### src/rtl/bomb_fuse_timer.sv
// Bomb fuse timer: IDLE -> FUSE (FUSE_TICKS) -> BLAST (BLAST_TICKS) -> DONE; CHAIN_DETONATE_EN enables early chain detonation.
// Latency: arm seen at edge N gives fuse_on from N+1; all outputs come from registered state.
// No backpressure: arm in any non-IDLE state is dropped, never queued.
module bomb_fuse_timer #(
    parameter int FUSE_TICKS  = 12,
    parameter int BLAST_TICKS = 4
) (
    input  logic       clk,
    input  logic       reset,
    input  logic       tick,
    input  logic       arm,
    input  logic       chain,
    output logic       busy,
    output logic       fuse_on,
    output logic       explode,
    output logic       blast_active,
    output logic       done,
    output logic [7:0] ticks_left
);

    typedef enum logic [1:0] {
        S_IDLE  = 2'd0,
        S_FUSE  = 2'd1,
        S_BLAST = 2'd2,
        S_DONE  = 2'd3
    } state_t;

    localparam logic [7:0] FUSE_INIT  = 8'(FUSE_TICKS);
    localparam logic [7:0] BLAST_INIT = 8'(BLAST_TICKS);

    state_t     state_q, state_d;
    logic [7:0] ticks_q, ticks_d;
    logic       explode_q, explode_d;
    logic       chain_req;

`ifdef CHAIN_DETONATE_EN
    assign chain_req = chain;
`else
    // Port kept for pin compatibility; the fuse always runs its full length.
    logic unused_chain;
    assign unused_chain = chain;
    assign chain_req    = 1'b0;
`endif

    always_ff @(posedge clk) begin
        if (reset) begin
            state_q   <= S_IDLE;
            ticks_q   <= 8'd0;
            explode_q <= 1'b0;
        end else begin
            state_q   <= state_d;
            ticks_q   <= ticks_d;
            explode_q <= explode_d;
        end
    end

    always_comb begin
        state_d = state_q;
        ticks_d = ticks_q;
        case (state_q)
            S_IDLE: begin
                if (arm) begin
                    state_d = S_FUSE;
                    ticks_d = FUSE_INIT;
                end
            end
            S_FUSE: begin
                // Chain wins over a coincident tick, so the blast is entered only once.
                if (chain_req || (tick && ticks_q <= 8'd1)) begin
                    state_d = S_BLAST;
                    ticks_d = BLAST_INIT;
                end else if (tick) begin
                    ticks_d = ticks_q - 8'd1;
                end
            end
            S_BLAST: begin
                if (tick) begin
                    if (ticks_q <= 8'd1) begin
                        state_d = S_DONE;
                        ticks_d = 8'd0;
                    end else begin
                        ticks_d = ticks_q - 8'd1;
                    end
                end
            end
            S_DONE: begin
                state_d = S_IDLE;
                ticks_d = 8'd0;
            end
            default: begin
                state_d = S_IDLE;
                ticks_d = 8'd0;
            end
        endcase
        explode_d = (state_d == S_BLAST) && (state_q != S_BLAST);
    end

    always_comb begin
        busy         = (state_q != S_IDLE);
        fuse_on      = (state_q == S_FUSE);
        blast_active = (state_q == S_BLAST);
        done         = (state_q == S_DONE);
        explode      = explode_q;
        ticks_left   = ticks_q;
    end

endmodule

### config.mk
export PLATFORM = sky130hd
export DESIGN_NAME = bomb_fuse_timer
export DESIGN_NICKNAME = d
export VERILOG_FILES = /design/src/rtl/bomb_fuse_timer.sv
export SDC_FILE = /design/constraint.sdc
export NUM_CORES = 1
export LEC_CHECK = 0
export CORE_AREA = 2 2 39 41
export CTS_CLUSTER_SIZE = 24
export DETAILED_ROUTE_END_ITERATION = 10
export DIE_AREA = 0 0 41 43
export DONT_BUFFER_PORTS = 1
export PLACE_DENSITY = 0.64
export SLEW_MARGIN = 20
export SYNTH_ARGS = -nofsm -noshare
export SYNTH_HDL_FRONTEND = slang
export SYNTH_SLANG_ARGS = --single-unit
export TNS_END_PERCENT = 5
### constraint.sdc
create_clock -name clk -period 3.8 [get_ports clk]
set_clock_uncertainty 0.05 [all_clocks]
set_input_delay 0.76 -clock clk [delete_from_list [all_inputs] [get_ports clk]]
set_output_delay 0.76 -clock clk [all_outputs]
set_load 0.01 [all_outputs]
==> impl_results.md <==
- Status: finished clean
- Synth top area share: 31.10%
- RSZ-0062 raised after global routing: false
- Worst reg2reg path depth: 6
- Critical path class: flop to flop
- # nets final: 88
- Yosys top cell by area: dfxtp_1
- Dpl cell area: 704.4 um2
- Placed Instances: 92
- Reg area: 220.2 um2
- Hold depth: 1
- Worst setup margin: 1.759 ns
- Pre-CTS WS: 1.777 ns
- Slowest stage delay, CP: 0.46 ns
- Mapped Cells: 80
- Chip Width: 41 um
- CP max stage cell: dfxtp_1
- Worst Path Max Fanout: 5
- Slew HR: 62.97%
- Post-CTS setup buffer count: 0
- Initial Util: 51.18%
- Final Max Tran Viols: 0
- Share of cells above drive strength 1: 16.25%
- Worst path required time: 3.93 ns
- Pwr Density: 545.6 nW/um2
- Synth warn: 0
- Finished Cell Area: 730.7 um2
- Reg clk slew, reported paths: 0.07 ns
- Int Power: 0.2413 mW
- Crit path time final: 2.041 ns
- DP HPWL: 1004 um
- Mean Syn Cell Area: 8.852 um2
- Final cell count without fillers: 96
- TritonCTS clock tree: yes
- GPL Wtd Cong: 0.7447
- Register area share after synthesis: 31.10%
- Gr ovfl total: 0
- First-pass GRT wire length: 2297 um
- Vias/cell: 5.813
- Crit-path cells: inv_1, ha_1, o21bai_1, nor3_4, or3_1, a221oi_1
- Layout overhead on the synthesized area: 3.180%
- NetSw: 0.1574 mW
- Max cap viols: 0
- Area of the multi-input gates: 434.2 um2
- Die area: 1763 um2
- EDFF count, synth: 0
- Cell Area, Synth: 708.2 um2
- Clk buf depth: 2
- Hold Crit Class: primary input to flop
- Post-cts resize count: 0
- Count of final setup violators: 0
- Syn nets: 87
- DRT iter0 DRCs: 22
- Antenna diodes: 0
- Sw Share: 39.47%
- Max Clk Rate: 490.0 MHz
- DRT Pass-1 Iters: 4
- IO Pins: 18
- FF+latch count, synth: 11
- Drt wl/cell: 14.38 um
- CTS Buf Count: 3
- # port buffers: 0
- Leak pwr: 0.3015 nW
- Count of final hold-check violations: 0
- RR Startpoint: ticks_left[0]
- Fillers: 138
- Reg2reg setup slack: 1.76 ns
- CORE AREA: 1384 um2
- Top FF cell, synth: dfxtp_1
- Tightest Pin Transition: 0.5517 ns
- Largest net degree at the start of global routing: 13
- Die height: 43 um
- CTS Hold Bufs: 0
- Root Buffer: clkbuf_4
- Clk pwr share: 21.0%
- Vias: 558
- Max IR drop VDD: 0.0003202 V
- Row Count: 14
- Sink Count: 11
- Hold wc startpoint: reset
- Tot GR Track Use: 20.34%
- Routed Antenna Nets: 0
- Number of global-route vias before repair: 510
- # DRC: 0
- Crit. End Element: flop
- WP data arrival: 2.17 ns
- Final wirelength: 1380 um
- Synth top area cells: dfxtp_1, inv_1, nor2_1, o2111ai_1, xnor2_1
- # H-tree levels: 1
- Clk Latency, worst-skew pair: 0.28 ns
- Hold Path End: ticks_left[6]
- Asr flop ratio synth: 0%
- Initial antenna violation count: 0
- Comb power frac: 38.3%
- Reg2reg end: ticks_left[3]
- CP Launch Type: flop
- Synth cell types: 38
- Register share of total power: 40.8%
- Tcrit/Tclk final: 53.71%
- Setup TNS: 0 ns
[cell usage in the layout, fill, tap and decap left out]
master / count
ha_1: 2
nand2b_1: 1
nand2_1: 5
a221oi_1: 1
and2_1: 2
o41ai_1: 1
and2b_2: 1
a2111oi_2: 1
nor2b_1: 1
or3b_2: 1
mux2_1: 1
nor3_4: 1
or3_1: 1
o21a_1: 2
or4b_1: 1
a21oi_1: 2
nor2_1: 8
inv_1: 8
nor3_1: 4
a2bb2oi_2: 1
dfxtp_1: 11
nand3_1: 1
or4_4: 1
o21bai_1: 1
mux2_2: 1
nor4_4: 1
o21ai_1: 1
or4_1: 1
xor2_1: 3
o2111ai_1: 3
o21bai_2: 1
clkbuf_4: 3
xnor2_1: 3
a31oi_1: 1
clkbuf_1: 1
or2_2: 1
o211a_1: 1
[worst max-delay path by stage]
stage,slack [ns],start,cells after the start,endpoint
after floorplan,1.72,tick,5,ticks_left[7]
after global placement,1.77,ticks_left[0],6,ticks_left[3]
after detailed placement,1.78,ticks_left[0],6,ticks_left[3]
after CTS,1.73,ticks_left[0],6,ticks_left[3]
after global routing,1.60,ticks_left[0],6,ticks_left[3]
final,1.76,ticks_left[0],6,ticks_left[3]
[sequential cells by signal, indices dropped and copies added (netlist names)]
register    flops
state_q         2
ticks_left      8
explode         1
[per-layer routing]
layer	global-route usage, %	part of all wire (%)
met1	27.27	45
met2	25.00	46
met3	8.901	5.6
met4	14.00	2.8
met5	0	0
[cells in the mapped netlist, types with 2 or more instances]
library cell	number
o2111ai_1	3
nand2_1	5
a21oi_1	2
xor2_1	3
inv_1	8
o21a_1	2
dfxtp_1	11
clkbuf_1	2
and2_1	2
xnor2_1	3
ha_1	2
nor3_1	4
nor2_1	8
[critical path: cells and delay by family (launching register included)]
| kind | cells | cell delay (ns) |
|---|---|---|
| fa+ha+maj | 1 | 0.27 |
| flops | 1 | 0.46 |
| buf+inv | 1 | 0.11 |
| compound gates | 2 | 0.61 |
| simple gates | 2 | 0.43 |
[cell type report]
cell class	count	share of cell area [%]
tap	16	2.740
multi-input combinational	57	59.42
inverter	8	4.110
sequential	11	30.14
clock buffer	4	3.596
[power groups by stage]
| stage | clock network (mW) | logic [mW] | registers (mW) |
|---|---|---|---|
| floorplan | 0 | 0.147 | 0.155 |
| global placement | 0 | 0.152 | 0.166 |
| detailed placement | 0 | 0.152 | 0.166 |
| CTS | 0.0868 | 0.153 | 0.163 |
| global route | 0.0927 | 0.170 | 0.167 |
| finish | 0.0836 | 0.153 | 0.162 |
[cells by family (layout without fill, tap and decap cells)]
kind of cell             count (synthesis)  in the layout  synth area share [%]
buffers and inverters                   12             12                 7.597
AND/OR/NAND/NOR                         31             31                 27.57
AO/OA/AOI/OAI                           16             16                 19.61
multiplexers                             2              2                 3.180
XOR/XNOR                                 6              6                 7.422
adder cells (fa/ha/maj)                  2              2                 3.533
flip-flops                              11             11                 31.10
[per-stage QoR]
| stage | hold WS (ns) | power [mW] | utilization (%) |
|---|---|---|---|
| finish | 0.4903 | 0.3987 | 52.80 |
| global route | 0.4719 | 0.4300 | 52.80 |
| floorplan | 0.4615 | 0.3023 | - |
| global placement | 0.4928 | 0.3173 | 50.90 |
| CTS | 0.4838 | 0.4026 | 52.80 |
| detailed placement | 0.4939 | 0.3173 | 50.90 |
(Power assumes the default switching activity.)
